File: src/rtl/axis_uart_tx_pkg.sv
// axis_uart_tx_pkg: UART framing states and board-clock default, shared by the UART TX and RX blocks.
package axis_uart_tx_pkg;
  localparam int DEFAULT_CLOCK_DIV = 104;
  typedef enum logic [2:0] {
    ST_IDLE   = 3'd0,
    ST_START  = 3'd1,
    ST_DATA   = 3'd2,
    ST_PARITY = 3'd3,
    ST_STOP   = 3'd4
  } state_t;
endpackage

File: src/rtl/uart_baud_div.sv
// uart_baud_div: bit-period down-counter; tick marks the last cycle of each bit, load restarts a full bit.
module uart_baud_div #(
  parameter int CLOCK_DIV = 104
) (
  input  logic clock,
  input  logic resetn,
  input  logic load,
  output logic tick
);
  localparam int W = $clog2(CLOCK_DIV);
  localparam logic [W-1:0] RELOAD = W'(CLOCK_DIV - 1);
  logic [W-1:0] r_cnt;
  always_ff @(posedge clock or negedge resetn) begin
    if (!resetn) r_cnt <= '0;
    else r_cnt <= (load || r_cnt == '0) ? RELOAD : r_cnt - 1'b1;
  end
  assign tick = !load && r_cnt == '0;
endmodule

File: src/rtl/axis_uart_tx.sv
// axis_uart_tx: AXI-stream sink that serialises each word as start, data LSB first, [parity], stop bit(s).
// Define AXIS_UART_TX_PARITY_EN to insert an even-parity bit after the data bits.
module axis_uart_tx
  import axis_uart_tx_pkg::*;
#(
  parameter int DATA_WIDTH = 8,
  parameter int CLOCK_DIV  = DEFAULT_CLOCK_DIV,
  parameter int STOP_BITS  = 1
) (
  input  logic                  clock,
  input  logic                  resetn,
  input  logic [DATA_WIDTH-1:0] idata,
  input  logic                  ivalid,
  output logic                  iready,
  output logic                  txd,
  output logic                  busy
);
  localparam int BW = $clog2(DATA_WIDTH + 1);
  localparam logic [BW-1:0] LAST_BIT  = BW'(DATA_WIDTH - 1);
  localparam logic [BW-1:0] LAST_STOP = BW'(STOP_BITS - 1);
  state_t                r_state;
  logic [DATA_WIDTH-1:0] r_shift;
  logic [BW-1:0]         r_bit;
  logic                  r_txd;
  logic                  w_load;
  logic                  w_tick;
`ifdef AXIS_UART_TX_PARITY_EN
  logic                  r_par;
`endif
  assign iready = r_state == ST_IDLE;
  assign busy   = !iready;
  assign txd    = r_txd;
  assign w_load = ivalid && iready;
  uart_baud_div #(.CLOCK_DIV(CLOCK_DIV)) u_baud (
    .clock  (clock),
    .resetn (resetn),
    .load   (w_load),
    .tick   (w_tick)
  );
  always_ff @(posedge clock or negedge resetn) begin
    if (!resetn) begin
      r_state <= ST_IDLE;
      r_shift <= '0;
      r_bit   <= '0;
      r_txd   <= 1'b1;
`ifdef AXIS_UART_TX_PARITY_EN
      r_par   <= 1'b0;
`endif
    end else begin
      case (r_state)
        ST_IDLE: if (w_load) begin
          r_shift <= idata;
          r_txd   <= 1'b0;
          r_state <= ST_START;
`ifdef AXIS_UART_TX_PARITY_EN
          r_par   <= ^idata;
`endif
        end
        ST_START: if (w_tick) begin
          r_state <= ST_DATA;
          r_txd   <= r_shift[0];
          r_shift <= r_shift >> 1;
          r_bit   <= '0;
        end
        ST_DATA: if (w_tick) begin
          if (r_bit == LAST_BIT) begin
            r_bit <= '0;
`ifdef AXIS_UART_TX_PARITY_EN
            r_state <= ST_PARITY;
            r_txd   <= r_par;
`else
            r_state <= ST_STOP;
            r_txd   <= 1'b1;
`endif
          end else begin
            r_txd   <= r_shift[0];
            r_shift <= r_shift >> 1;
            r_bit   <= r_bit + 1'b1;
          end
        end
        ST_PARITY: if (w_tick) begin
          r_state <= ST_STOP;
          r_txd   <= 1'b1;
          r_bit   <= '0;
        end
        ST_STOP: if (w_tick) begin
          r_state <= (r_bit == LAST_STOP) ? ST_IDLE : ST_STOP;
          r_bit   <= (r_bit == LAST_STOP) ? '0 : r_bit + 1'b1;
        end
        default: r_state <= ST_IDLE;
      endcase
    end
  end
`ifdef FORMAL
`ifdef AXIS_UART_TX_PARITY_EN
  localparam int P = 1;
`else
  localparam int P = 0;
`endif
  localparam int FRAME = (1 + DATA_WIDTH + P + STOP_BITS) * CLOCK_DIV;
  logic [31:0] r_len;
  always_ff @(posedge clock or negedge resetn) begin
    if (!resetn) r_len <= '0;
    else begin
      r_len <= busy ? r_len + 1 : '0;
      if (iready) assert (r_txd);
      assert (iready == !busy);
      if (iready && r_len != 0) assert (r_len == FRAME);
    end
  end
`endif
endmodule

File: config.mk
export PLATFORM = sky130hd
export DESIGN_NAME = axis_uart_tx
export DESIGN_NICKNAME = d
export VERILOG_FILES = /design/src/rtl/axis_uart_tx_pkg.sv /design/src/rtl/uart_baud_div.sv /design/src/rtl/axis_uart_tx.sv
export SDC_FILE = /design/constraint.sdc
export NUM_CORES = 1
export LEC_CHECK = 0
export BUFFER_PORTS_ARGS = -buffer_cell sky130_fd_sc_hd__buf_2
export CAP_MARGIN = 25
export CORE_UTILIZATION = 43
export CTS_CLUSTER_SIZE = 10
export DETAILED_ROUTE_END_ITERATION = 12
export GPL_TIMING_DRIVEN = 0
export PLACE_DENSITY_LB_ADDON = 0.15
export SKIP_CTS_REPAIR_TIMING = 1
export SLEW_MARGIN = 40
export SYNTH_ARGS = -nofsm -noshare
export SYNTH_HDL_FRONTEND = slang
export SYNTH_SLANG_ARGS = --single-unit
File: constraint.sdc
create_clock -name clock -period 6 [get_ports clock]
set_input_delay 0.6 -clock clock [delete_from_list [all_inputs] [get_ports clock]]
set_output_delay 0.6 -clock clock [all_outputs]
set_load 0.1 [all_outputs]
# After elaboration in Yosys (flattened, before gate mapping)
# Index checks and enable logic that the tools add are counted.
[word_totals] reg_bits=23 in_bits=11 out_inout_bits=3 elab_cells=62
[classes] n_addsub=2 eq_ne=13 mux=26 reduce_logical=16
[ops] operator="8-bit 2-to-1 mux" n=4
[ops] operator="8-bit one-hot mux with 3 select lines" n=1
[ops] operator="3-bit 2-to-1 mux" n=7
[ops] operator="4-bit 2-to-1 mux" n=5
[ops] operator="3-bit one-hot mux with 5 select lines" n=1
[ops] operator="2-bit by 1-bit != test with 1-bit output, second input constant" n=6
[ops] operator="4-bit one-hot mux with 3 select lines" n=1
[ops] operator="5-bit AND reduction" n=2
[ops] operator="7-bit logical NOT" n=1
[ops] operator="7-bit 2-to-1 mux" n=1
[ops] operator="7-bit by 1-bit subtractor with 7-bit output, second input constant" n=1
[ops] operator="3-bit by 2-bit == test with 1-bit output, second input constant" n=2
[ops] operator="6-bit AND reduction" n=1
[ops] operator="3-bit nonzero test" n=2
[ops] operator="1-bit 2-to-1 mux" n=5
[ops] operator="4-bit by 1-bit adder with 4-bit output, second input constant" n=1
[ops] operator="4-bit by 3-bit == test with 1-bit output, second input constant" n=1
[ops] operator="4-bit logical NOT" n=1
[ops] operator="2-bit != test, second input constant" n=2
[ops] operator="1-bit one-hot mux with 4 select lines" n=1
[ops] operator="4-bit AND reduction" n=1
[ops] operator="4-bit nonzero test" n=1
[ops] operator="3-bit by 1-bit == test with 1-bit output, second input constant" n=1
[ops] operator="3-bit == test, second input constant" n=1
[ops] operator="5 further kinds" n=7

# Logic depth before layout (Yosys ltp)
[depth] word_depth=6 depth_mapped=7 depth_no_buf=6

# By module
# Synthesis repeated with hierarchy kept, for this count alone.
[unflattened] hier_cells=127 hier_area_um2=1307.5
[by_module_without_submodules] module="axis_uart_tx" instances=1 cells_per_inst=95 area_per_inst_um2=957.2 seq_area_each_um2=401.6
[by_module_without_submodules] module="uart_baud_div" instances=1 cells_per_inst=32 area_per_inst_um2=350.3 seq_area_each_um2=175.2

# Least setup slack after synthesis
# OpenSTA, ideal clock, no wires.
[synth_path] path_kind="reg2reg" from="register r_state[1]" to="register r_bit[3]" setup_time_ns=0.121 t_arrival_ns=4.881 required_ns=5.879 setup_slack_ns=0.998 path_stages_with_launch=7 n_path_buf=1 period_less_slack_ns=5.002 path_cell_list="dfrtp_1 clkbuf_1 nor3_1 inv_1 nand4_1 o21ai_0 a22o_1"
[synth_between] elab_chain_cells=6 word_cells_on_any_way=15 cone_classes="7 x eq/ne; 1 x mux; 7 x reduce/logical"
[synth_rtl] element="from (decl)" line_no="axis_uart_tx.sv:21" source="state_t r_state;"
[synth_rtl] element="from (signal assigned)" line_no="axis_uart_tx.sv:87" source="r_state <= (r_bit == LAST_STOP) ? ST_IDLE : ST_STOP;"
[synth_rtl] element="3-bit logical NOT *" line_no="axis_uart_tx.sv:30" source="assign iready = r_state == ST_IDLE;"
[synth_rtl] element="via iready" line_no="axis_uart_tx.sv:14" source="output logic iready,"
[synth_rtl] element="1-bit logical AND *" line_no="axis_uart_tx.sv:33" source="assign w_load = ivalid && iready;"
[synth_rtl] element="1-bit logical NOT *" line_no="uart_baud_div.sv:17" source="assign tick = !load && r_cnt == '0;"
[synth_rtl] element="1-bit logical AND *" line_no="uart_baud_div.sv:17"
[synth_rtl] element="2-bit by 1-bit != test with 1-bit output (no line)"
[synth_rtl] element="4-bit AND reduction (no line) *"
[synth_rtl] element="to (signal assigned)" line_no="axis_uart_tx.sv:78" source="r_bit <= r_bit + 1'b1;"
[synth_rtl] element="to (signal assigned)" line_no="axis_uart_tx.sv:88" source="r_bit <= (r_bit == LAST_STOP) ? '0 : r_bit + 1'b1;"
[synth_rtl] element="to (decl)" line_no="axis_uart_tx.sv:23" source="logic [BW-1:0] r_bit;"
# The timed path passes the listed nets; every way through them passes the cells marked *.
# A chain may end at the register's enable or synchronous reset.

# Worst setup path in the final report
[layout_path] from="register r_state[1]" to="output port iready"
[layout_between] elab_chain_cells=1
[layout_rtl] element="3-bit logical NOT" line_no="axis_uart_tx.sv:30"
[layout_rtl] element="to (decl)" line_no="axis_uart_tx.sv:14"
# Every way passes these cells.

==> key figures <==
Critical path
  • Critical path type: reg -> out
  • Critical Path Start Type: register
  • Max FO, Critical Path: 10
  • Critical Path RT: 5.40 ns
  • Signal arrival time at the worst endpoint: 1.88 ns
  • CP Capture Type: output port

Global route
  • Met2 Use GR: 28.2%
  • Vias in the first global route: 976
  • Initial antenna violation count: 0
  • Global Route met3 Usage: 2.30%
  • GR Util met1: 21.4%
  • First-pass GRT wire length: 4.19 mm
  • Global routing's busiest layer: met2
  • Largest net degree at the start of global routing: 24
  • Total track usage: 16.8%
  • Grt ovf: 0

Floorplan
  • Rows: 19
  • Core Footprint: 0.00278 mm²
  • Die area: 0.00320 mm²
  • Die width: 56.6 µm
  • Die Y: 56.6 µm
  • I/O Pins: 14
  • Initial Util: 46.0%

CTS
  • Clock latency on the worst-skew pair: 0.32 ns
  • H-Tree Depth: 1
  • CTS sink cnt: 23
  • Reg clk slew, reported paths: 0.14 ns
  • Clock buffer count from CTS: 3
  • Clock root buffer: clkbuf_4
  • CTS tree: done
  • CTS Buffer Depth: 2

Routing
  • Number of remaining DRC errors: 0
  • Post-DR vias/cell: 5.68
  • Detailed Route Iter0 Violations: 16
  • Detail Route Antenna Nets: 0
  • Via count: 948
  • Routed WL: 2.30 mm
  • Routed WL per cell: 13.7 µm
  • 1st-pass router iterations: 3

Synth
  • Number of synthesized register bits: 23
  • Post-synth EDFFs: 0
  • Synth async-reset ratio: 100%
  • Post-Syn Area: 0.00128 mm²
  • Post-Syn Nets: 134
  • Post-synth top flop: dfrtp_1
  • Syn Area/Cell: 10.8 µm²
  • Warnings from Yosys: 0
  • Seq/Total Area, Yosys: 45.1%
  • Synth Instances: 119
  • Netlist cell types: 38

Finish
  • Nets@finish: 152
  • Share of layout cells above drive strength 1: 27.9%
  • Area grow syn2layout: 10.5%
  • Layout fillers: 263
  • Diodes inserted: 0

Placement
  • Port-buffer cells: 13
  • Detailed placer's ending HPWL: 1.75 mm
  • Post-Place Setup Slack: 3.80 ns
  • Routability cong.: 0.776

STA
  • Fin crit share: 41.4%
  • Setup Viol. Count Final: 0
  • Fmax: 403 MHz
  • Shortest period the worst path allows: 2.48 ns
  • Final worst slack: 3.52 ns
  • Slew Limit Fails: 0
  • Unrepaired setup endpoints after global routing: no
  • Clk_skew: 0.0181 ns
  • Rel. slew slack: 58.4%
  • Worst Tran Pin Value: 0.621 ns
  • Final hold vios: 0
  • Setup TNS: 0 ns

Pwr
  • P_leak: 0.612 nW
  • Overall Power: 0.000548 W
  • Cell area power density: 387 mW/mm²
  • VDD IR max: 0.000216 V

Flow run
  • Maxcap violations: 0

Hold path
  • Type of the worst min-delay path: in -> async

Run status
  • Status: finished, final reports clean
report_power, final:
part / switching [W] / total (W) / internal (W)
clock network: 0.0000497 / 0.0000752 / 0.0000255
logic: 0.000117 / 0.000221 / 0.000104
registers: 0.0000431 / 0.000251 / 0.000208
total: 0.000210 / 0.000548 / 0.000338
layer usage:
layer	wire length, µm	vias up
met5	0	-
met4	17	0
met3	50	2
met2	1170	7
met1	1060	482
li1	-	457
area by class of cell:
type / instances / area, µm² / area share, %
clock inverters: 1 / 7.51 / 0.531
clock buffers: 3 / 22.5 / 1.59
repair buffers: 13 / 65.1 / 4.60
flip-flops and latches: 23 / 577 / 40.8
plain buffers: 4 / 15.0 / 1.06
inverters: 8 / 30.0 / 2.12
well taps: 31 / 38.8 / 2.74
multi-input cells: 84 / 658 / 46.5
logic make-up after synthesis:
group | count (synthesis) | share of synthesized area [%]
buffers and inverters | 12 | 3.52
multiplexers | 15 | 13.2
AO/OA/AOI/OAI | 24 | 13.5
flip-flops | 23 | 45.1
adder cells (fa/ha/maj) | 4 | 3.91
AND/OR/NAND/NOR | 36 | 17.4
XOR/XNOR | 5 | 3.42
per-stage QoR:
step | cell area, µm² | utilization (%) | instances | hold WS (ns)
3_3_place_gp | 1380 | 49.8 | 163 | 0.436
4_1_cts | 1410 | 50.8 | 167 | 0.226
5_1_grt | 1410 | 50.8 | 167 | 0.254
3_5_place_dp | 1380 | 49.8 | 163 | 0.440
6_report | 1410 | 50.8 | 167 | 0.225
2_1_floorplan | 1280 | - | 119 | 0.304
registers in the layout, indices dropped and copies added, names as in the netlist:
signal,count
r_state,3
txd,1
r_shift,8
u_baud.r_cnt,7
r_bit,4
final timing paths:
path	startpoint	end	slack, ns	cells past startpoint
max reg2reg	u_baud.r_cnt[0]$_DFF_PN0_	r_shift[0]$_DFFE_PN0P_	3.81	6
max in group asynchronous	resetn	u_baud.r_cnt[4]$_DFF_PN0_	5.40	1
min	resetn	r_shift[7]$_DFFE_PN0P_	0.23	1
min in group clock	u_baud.r_cnt[0]$_DFF_PN0_	u_baud.r_cnt[0]$_DFF_PN0_	0.45	1
max	r_state[1]$_DFFE_PN0P_	iready	3.52	3
min reg2reg	u_baud.r_cnt[0]$_DFF_PN0_	u_baud.r_cnt[0]$_DFF_PN0_	0.45	1
cells in the final DEF, fill, tap and decap left out, types with 2 or more instances in the layout:
| cell type | synthesis | layout |
|---|---|---|
| ha_1 | 4 | 4 |
| buf_2 | 0 | 13 |
| nor2b_1 | 3 | 3 |
| o21ai_0 | 7 | 7 |
| mux2_1 | 2 | 2 |
| a21oi_1 | 5 | 5 |
| xnor2_1 | 5 | 5 |
| dfrtp_1 | 22 | 22 |
| nor3b_1 | 2 | 2 |
| nor2_1 | 4 | 4 |
| inv_1 | 8 | 8 |
| and2_1 | 3 | 3 |
| nand3_1 | 2 | 2 |
| nand2_1 | 9 | 9 |
| clkbuf_1 | 4 | 4 |
| clkbuf_4 | 0 | 3 |
| mux2_2 | 13 | 13 |
| or2_2 | 2 | 2 |
| nor3_1 | 3 | 3 |
synthesized netlist by cell type, drive strengths merged, types with 3 or more instances:
cell type / n / area share [%]
mux2: 15 / 13
nor2: 4 / 1.2
nor3: 3 / 1.2
and2: 3 / 1.5
nand2: 9 / 2.6
dfrtp: 22 / 43
o21ai: 7 / 2.7
clkbuf: 4 / 1.2
xnor2: 5 / 3.4
inv: 8 / 2.3
nor2b: 3 / 1.5
a21oi: 6 / 3.2
ha: 4 / 3.9
worst max-delay path, cell delays in order, from the launching register on:
cell	delay [ns]
dfrtp_1	0.46
clkbuf_1	0.24
nor3_1	0.36
buf_2	0.50
Power figures use the tool's default switching activity.
